--- config.mk ---
export PLATFORM = sky130hd
export DESIGN_NAME = rollover_scheduler
export DESIGN_NICKNAME = d
export VERILOG_FILES = /design/src/rtl/rollover_sched_pkg.sv /design/src/rtl/rollover_channel.sv /design/src/rtl/rollover_scheduler.sv
export SDC_FILE = /design/constraint.sdc
export NUM_CORES = 1
export LEC_CHECK = 0
export ABC_CLOCK_PERIOD_IN_PS = 5150
export BUFFER_PORTS_ARGS = -buffer_cell sky130_fd_sc_hd__buf_2
export CAP_MARGIN = 20
export CELL_PAD_IN_SITES_DETAIL_PLACEMENT = 1
export CELL_PAD_IN_SITES_GLOBAL_PLACEMENT = 1
export CORE_MARGIN = 2
export CORE_UTILIZATION = 50
export CTS_CLUSTER_DIAMETER = 100
export DETAILED_ROUTE_END_ITERATION = 6
export PLACE_DENSITY_LB_ADDON = 0.1
export RECOVER_POWER = 100
export SETUP_SLACK_MARGIN = 0.4
export SLEW_MARGIN = 20
export SYNTH_ARGS = -nofsm -noshare
export SYNTH_HDL_FRONTEND = slang
export SYNTH_SLANG_ARGS = --single-unit
--- constraint.sdc ---
create_clock -name i_clk -period 5.15 [get_ports i_clk]
set_clock_uncertainty 0.2 [all_clocks]
set_input_delay 0.515 -clock i_clk [delete_from_list [all_inputs] [get_ports i_clk]]
set_output_delay 0.515 -clock i_clk [all_outputs]
set_load 0.005 [all_outputs]
--- src/rtl/rollover_sched_pkg.sv ---
// Shared types and defaults for the rollover scheduler.
// Optional live divisor update is enabled by defining ROLLOVER_SCHED_LIVE_CFG_EN.
package rollover_sched_pkg;

    localparam int DEF_NUM_CH = 4;
    localparam int DEF_CNT_W  = 16;

    typedef enum logic [1:0] {
        ST_IDLE = 2'd0,
        ST_SYNC = 2'd1,
        ST_RUN  = 2'd2
    } sched_state_e;

    // Channel-select width; a single-channel build still needs one select bit.
    function automatic int ch_width(input int n);
        return (n > 1) ? $clog2(n) : 1;
    endfunction

endpackage

--- src/rtl/rollover_channel.sv ---
// One rollover channel: divisor register, down-counter and registered pulse.
// With ROLLOVER_SCHED_LIVE_CFG_EN a shadow divisor allows updates while running.
module rollover_channel
    import rollover_sched_pkg::*;
#(
    parameter int CNT_W = DEF_CNT_W
) (
    input  logic             clk,
    input  logic             rst_n,
    input  logic             load,
    input  logic             run,
    input  logic             go,
    input  logic             wr,
`ifdef ROLLOVER_SCHED_LIVE_CFG_EN
    input  logic             live,
`endif
    input  logic [CNT_W-1:0] wr_div,
    output logic             pulse
);

    logic [CNT_W-1:0] div_reg, div_next;
    logic [CNT_W-1:0] cnt_reg, cnt_next;
    logic             pulse_next;

    function automatic logic [CNT_W-1:0] reload(input logic [CNT_W-1:0] d);
        return (d == '0) ? '0 : d - 1'b1;
    endfunction

`ifdef ROLLOVER_SCHED_LIVE_CFG_EN
    logic [CNT_W-1:0] shadow_reg, shadow_next;
    logic             pending_reg, pending_next;

    always_comb begin
        div_next     = div_reg;
        cnt_next     = cnt_reg;
        shadow_next  = shadow_reg;
        pending_next = pending_reg;
        if (load) begin
            if (pending_reg) begin
                div_next     = shadow_reg;
                pending_next = 1'b0;
            end
            cnt_next = reload(div_next);
        end else if (run && div_reg != '0) begin
            if (cnt_reg == '0) begin
                // Old period has completed: a pending divisor takes over here.
                if (pending_reg) begin
                    div_next     = shadow_reg;
                    pending_next = 1'b0;
                end
                cnt_next = reload(div_next);
            end else begin
                cnt_next = cnt_reg - 1'b1;
            end
        end
        if (wr) begin
            if (!live) begin
                div_next     = wr_div;
                pending_next = 1'b0;
            end else if (div_next != '0) begin
                shadow_next  = wr_div;
                pending_next = 1'b1;
            end else begin
                // A disabled channel has no period to finish, so it starts at once.
                div_next = wr_div;
                cnt_next = reload(wr_div);
            end
        end
        pulse_next = go && (div_next != '0) && (cnt_next == '0);
    end
`else
    always_comb begin
        div_next = div_reg;
        cnt_next = cnt_reg;
        if (load) begin
            cnt_next = reload(div_reg);
        end else if (run && div_reg != '0) begin
            cnt_next = (cnt_reg == '0) ? reload(div_reg) : cnt_reg - 1'b1;
        end
        if (wr) begin
            div_next = wr_div;
        end
        pulse_next = go && (div_next != '0) && (cnt_next == '0);
    end
`endif

    always_ff @(posedge clk or negedge rst_n) begin
        if (!rst_n) begin
            div_reg <= '0;
            cnt_reg <= '0;
            pulse   <= 1'b0;
        end else begin
            div_reg <= div_next;
            cnt_reg <= cnt_next;
            pulse   <= pulse_next;
        end
    end

`ifdef ROLLOVER_SCHED_LIVE_CFG_EN
    always_ff @(posedge clk or negedge rst_n) begin
        if (!rst_n) begin
            shadow_reg  <= '0;
            pending_reg <= 1'b0;
        end else begin
            shadow_reg  <= shadow_next;
            pending_reg <= pending_next;
        end
    end
`endif

endmodule

--- src/rtl/rollover_scheduler.sv ---
// Multi-channel rollover generator with a common phase-aligning clock-reset pulse.
// Define ROLLOVER_SCHED_LIVE_CFG_EN to accept divisor writes while running.
module rollover_scheduler
    import rollover_sched_pkg::*;
#(
    parameter int NUM_CH = DEF_NUM_CH,
    parameter int CNT_W  = DEF_CNT_W
) (
    input  logic                          i_clk,
    input  logic                          i_reset_n,
    input  logic                          i_cfg_valid,
    output logic                          o_cfg_ready,
    input  logic [ch_width(NUM_CH)-1:0]   i_cfg_ch,
    input  logic [CNT_W-1:0]              i_cfg_div,
    input  logic                          i_start,
    input  logic                          i_stop,
    output logic [NUM_CH-1:0]             o_roll_over,
    output logic                          o_clk_reset,
    output logic                          o_running
);

    localparam int CH_W = ch_width(NUM_CH);

    sched_state_e state_reg, state_next;
    logic         clk_reset_reg, running_reg;
    logic         load, run, go, cfg_fire;

    // Stop has priority over start in every state.
    always_comb begin
        state_next = state_reg;
        case (state_reg)
            ST_IDLE: if (i_start && !i_stop) state_next = ST_SYNC;
            ST_SYNC: state_next = i_stop ? ST_IDLE : ST_RUN;
            ST_RUN:  if (i_stop) state_next = ST_IDLE;
            default: state_next = ST_IDLE;
        endcase
    end

    assign load = (state_reg == ST_SYNC);
    assign run  = (state_reg == ST_RUN) && !i_stop;
    assign go   = (state_next == ST_RUN);

`ifdef ROLLOVER_SCHED_LIVE_CFG_EN
    assign o_cfg_ready = (state_reg == ST_IDLE) || (state_reg == ST_RUN);
`else
    assign o_cfg_ready = (state_reg == ST_IDLE);
`endif
    assign cfg_fire = i_cfg_valid && o_cfg_ready;

    always_ff @(posedge i_clk or negedge i_reset_n) begin
        if (!i_reset_n) begin
            state_reg     <= ST_IDLE;
            clk_reset_reg <= 1'b0;
            running_reg   <= 1'b0;
        end else begin
            state_reg     <= state_next;
            clk_reset_reg <= (state_next == ST_SYNC);
            running_reg   <= (state_next == ST_RUN);
        end
    end

    assign o_clk_reset = clk_reset_reg;
    assign o_running   = running_reg;

    // Out-of-range channel selects match no channel and are silently dropped.
    generate
        for (genvar gi = 0; gi < NUM_CH; gi++) begin : g_ch
            rollover_channel #(
                .CNT_W (CNT_W)
            ) u_ch (
                .clk    (i_clk),
                .rst_n  (i_reset_n),
                .load   (load),
                .run    (run),
                .go     (go),
                .wr     (cfg_fire && (i_cfg_ch == CH_W'(gi))),
`ifdef ROLLOVER_SCHED_LIVE_CFG_EN
                .live   (state_reg == ST_RUN),
`endif
                .wr_div (i_cfg_div),
                .pulse  (o_roll_over[gi])
            );
        end
    endgenerate

endmodule

==> impl_metrics.csv <==
group,metric,value,unit
power,p_sw,1.84,mW
cts,post_cts_resized,0,
worst_setup_path,path_class,"reg2reg",
placed_design,place.gp.congestion,0.926,
floorplan,ioPinCount,30,
timing,hold_ws,0.116,ns
global_routing,overflow,0,
synth,synth_edf_count,0,
cts,post_cts_buffers,0,
route,ant_nets,0,
min_path,hold_class,"in2reg",
worst_setup_path,rr_endpoint,"g_ch[1].u_ch.pulse$_DFF_PN0_",
global_routing,grt_max_degree,95,
cells_and_area,diodes,0,
cells_and_area,nFillCells,2017,
cts,numCtsBuffers,17,
route,first_pass_iters,5,
placed_design,post-place-ws,1.38,ns
global_routing,track_usage,32.2,%
global_routing,grt_pass1_wl,45800,um
flow_run,maxCapViolations,2,
power,internal_power,2.79,mW
route,num_vias,8062,
min_path,holdPathEnd,"o_clk_reset$_DFF_PN0_",
cts,cts_tree,"yes",
worst_setup_path,r2r_start,"g_ch[1].u_ch.div_reg[0]$_DFF_PN0_",
cells_and_area,fin_nets,998,
power,leakage,3.67,nW
floorplan,dieArea,18500,um2
global_routing,antenna_found_initial,0,
cells_and_area,layout-drive-gt1-share,15.7,%
timing,setup_viol,0,
worst_setup_path,required,5.29,ns
timing,min_period,4.33,ns
cells_and_area,stdcell_count,1200,
power,swShare,39.7,%
power,power_frac_clock,27.7,%
cts,htreeDepth,4,
synth,synth_seq_cells,136,
worst_setup_path,reg2reg_slack,0.82,ns
synth,ys.flop_type,"dfrtp_1",
power,vdd_drop_max,0.000274,V
floorplan,dieWidth,136,um
synth,syn_inst,936,
power,p_seq_share,40.1,%
synth,synth_warnings,0,
global_routing,grt_pass1_vias,8373,
power,pwr-share-comb,32.2,%
timing,rsz0062_at_grt,"false",
worst_setup_path,cp_max_fo,19,
placed_design,io_buffers,29,
placed_design,hpwl,20000,um
floorplan,core.rowCount,48,
timing,clock.fmax,231,MHz
cells_and_area,utilization,55.8,%
worst_setup_path,end_kind,"flip-flop",
synth,synth-async-reset-ratio,100,%
cts,root_buffer,"clkbuf_16",
route,via_per_inst,6.72,
route,drt_iter0_markers,715,
placed_design,dp_cells,1168,
route,wl_per_cell,24.0,um
timing,worst_slack,0.823,ns
cells_and_area,synthToLayoutAreaGrowth,10.1,%
min_path,hold_start,"i_stop",
timing,hold_viol,0,
cts,clock_path_buffers,2,
min_path,hold_depth,2,
cts,clk_pin_slew,0.07,ns
floorplan,initial_core_util,50.7,%
outcome,status,"finished, violations left",
outcome,violations,"capacitance limit, slew limit",
timing,slew-limit-headroom,-67.0,%
timing,worst_pin_slew,2.51,ns
synth,syn_nets,971,
route,drt_drc_violations_left,0,
cts,cts_hold_buf,0,
synth,synth_cell_types,84,
worst_setup_path,arrival,4.47,ns
timing,drv_slew,128,
timing,finalSetupTns,0,ns
synth,synthesis.area,8700,um2
route,wirelength,28800,um
synth,syn_avg_cell_area,9.30,um2
cts,cts_sinks,136,
cts,clk_latency,0.43,ns
worst_setup_path,ff2ff_path_depth,10,
worst_setup_path,start_kind,"flip-flop",
floorplan,core,17200,um2
timing,period_share,84.0,%
power,power_density,483,nW/um2
synth,synth-seq-area-share,39.1,%
floorplan,die_y,136,um
## metrics by stage
| stage | total power, mW | instance area, um2 |
|---|---|---|
| finish | 4.63 | 9590 |
| global route | 4.86 | 9590 |
| CTS | 4.62 | 9660 |
| detailed placement | 3.30 | 9060 |
| global placement | 3.21 | 9060 |
| floorplan | 2.79 | 8700 |
## cell usage after synthesis, types with 5 or more instances
master    count  share of area [%]
or4_1        12                1.0
a21o_1        5               0.43
dfrtp_1     136                 39
ha_1         12                1.7
nor2_1       74                3.2
mux2_2       61                7.9
or2_2         6               0.43
nor4_2        7                1.0
nor2b_1       6               0.43
a32oi_1       9               0.91
o211ai_1     12                1.0
a211oi_1      6               0.52
nand2b_1      7               0.50
clkbuf_1     19               0.82
a21oi_1      46                2.6
nand3b_1      6               0.52
o21ai_0      57                3.3
xor2_1       24                2.4
nand4_1      13               0.93
o31ai_1      11               0.95
o22ai_1       9               0.65
buf_2         5               0.29
nor4_1       29                2.1
mux2i_1       6               0.69
nor3_1       52                3.0
nand2_1      79                3.4
o311ai_0      5               0.50
nor4b_1       8               0.80
xnor2_1      21                2.1
or3_1        28                2.0
nand3_1      31                1.8
inv_1        19               0.82
and4_1        5               0.50
a31oi_1       6               0.43
## layout by cell type, fill, tap and decap left out, types with 29 or more instances in the layout
| cell | synthesis | routed |
|---|---|---|
| a21oi_1 | 46 | 46 |
| or3_1 | 28 | 29 |
| nor4_1 | 29 | 31 |
| nand3_1 | 31 | 31 |
| o21ai_0 | 57 | 58 |
| mux2_2 | 61 | 58 |
| dfrtp_1 | 136 | 136 |
| nand2_1 | 79 | 79 |
| nor3_1 | 52 | 52 |
| nor2_1 | 74 | 75 |
## critical path, cell delays in order, from the launching register on
cell,delay [ns]
dfrtp_1,0.45
inv_1,0.12
ha_1,0.21
nor4b_1,0.93
and4_1,0.44
nor2_4,0.14
a211oi_1,0.42
nor2_1,0.15
a21oi_1,0.27
or4b_2,0.64
nor4_1,0.26
## cells by family (layout without fill, tap and decap cells)
family | after synthesis | in the layout | synth area share [%]
compound gates | 211 | 211 | 15.9
flops | 136 | 136 | 39.1
fa+ha+maj | 12 | 12 | 1.72
xor+xnor | 45 | 45 | 4.53
buf+inv | 53 | 92 | 2.83
simple gates | 412 | 412 | 27.3
mux | 67 | 67 | 8.58
## worst max-delay path by stage
| stage | startpoint | end | slack, ns | cells past startpoint |
|---|---|---|---|---|
| 2_1_floorplan | g_ch[1].u_ch.div_reg[0]$_DFF_PN0_ | g_ch[1].u_ch.pulse$_DFF_PN0_ | 1.95 | 10 |
| 3_3_place_gp | g_ch[0].u_ch.div_reg[0]$_DFF_PN0_ | g_ch[0].u_ch.pulse$_DFF_PN0_ | 1.55 | 11 |
| 3_5_place_dp | state_reg[0]$_DFF_PN0_ | g_ch[3].u_ch.pulse$_DFF_PN0_ | 1.38 | 8 |
| 4_1_cts | g_ch[0].u_ch.div_reg[0]$_DFF_PN0_ | g_ch[0].u_ch.pulse$_DFF_PN0_ | 1.30 | 11 |
| 5_1_grt | g_ch[1].u_ch.div_reg[0]$_DFF_PN0_ | g_ch[1].u_ch.pulse$_DFF_PN0_ | 0.50 | 10 |
| 6_report | g_ch[1].u_ch.div_reg[0]$_DFF_PN0_ | g_ch[1].u_ch.pulse$_DFF_PN0_ | 0.82 | 10 |
## routing by layer
| metal | routed length, um | GRT usage (%) | part of all wire (%) |
|---|---|---|---|
| met1 | 12600 | 42.4 | 44 |
| met2 | 13800 | 52.7 | 48 |
| met3 | 1510 | 5.82 | 5.3 |
| met4 | 918 | 12.4 | 3.2 |
| met5 | 0 | 0 | 0 |
## power groups by stage
stage / logic (mW) / clock network, mW / registers (mW)
5_1_grt: 1.62 / 1.34 / 1.91
2_1_floorplan: 1.07 / 0 / 1.73
3_5_place_dp: 1.45 / 0 / 1.85
6_report: 1.49 / 1.28 / 1.86
4_1_cts: 1.48 / 1.29 / 1.85
3_3_place_gp: 1.38 / 0 / 1.83
## final cells by class
cell class | count | area [um2] | share of cell area (%)
multi-input cells | 747 | 5010 | 52.2
well taps | 225 | 282 | 2.94
repair buffers | 42 | 218 | 2.27
inverters | 19 | 71.3 | 0.744
clock buffers | 20 | 457 | 4.76
flip-flops and latches | 136 | 3400 | 35.5
clock inverters | 11 | 149 | 1.55
(Power assumes the default switching activity.)
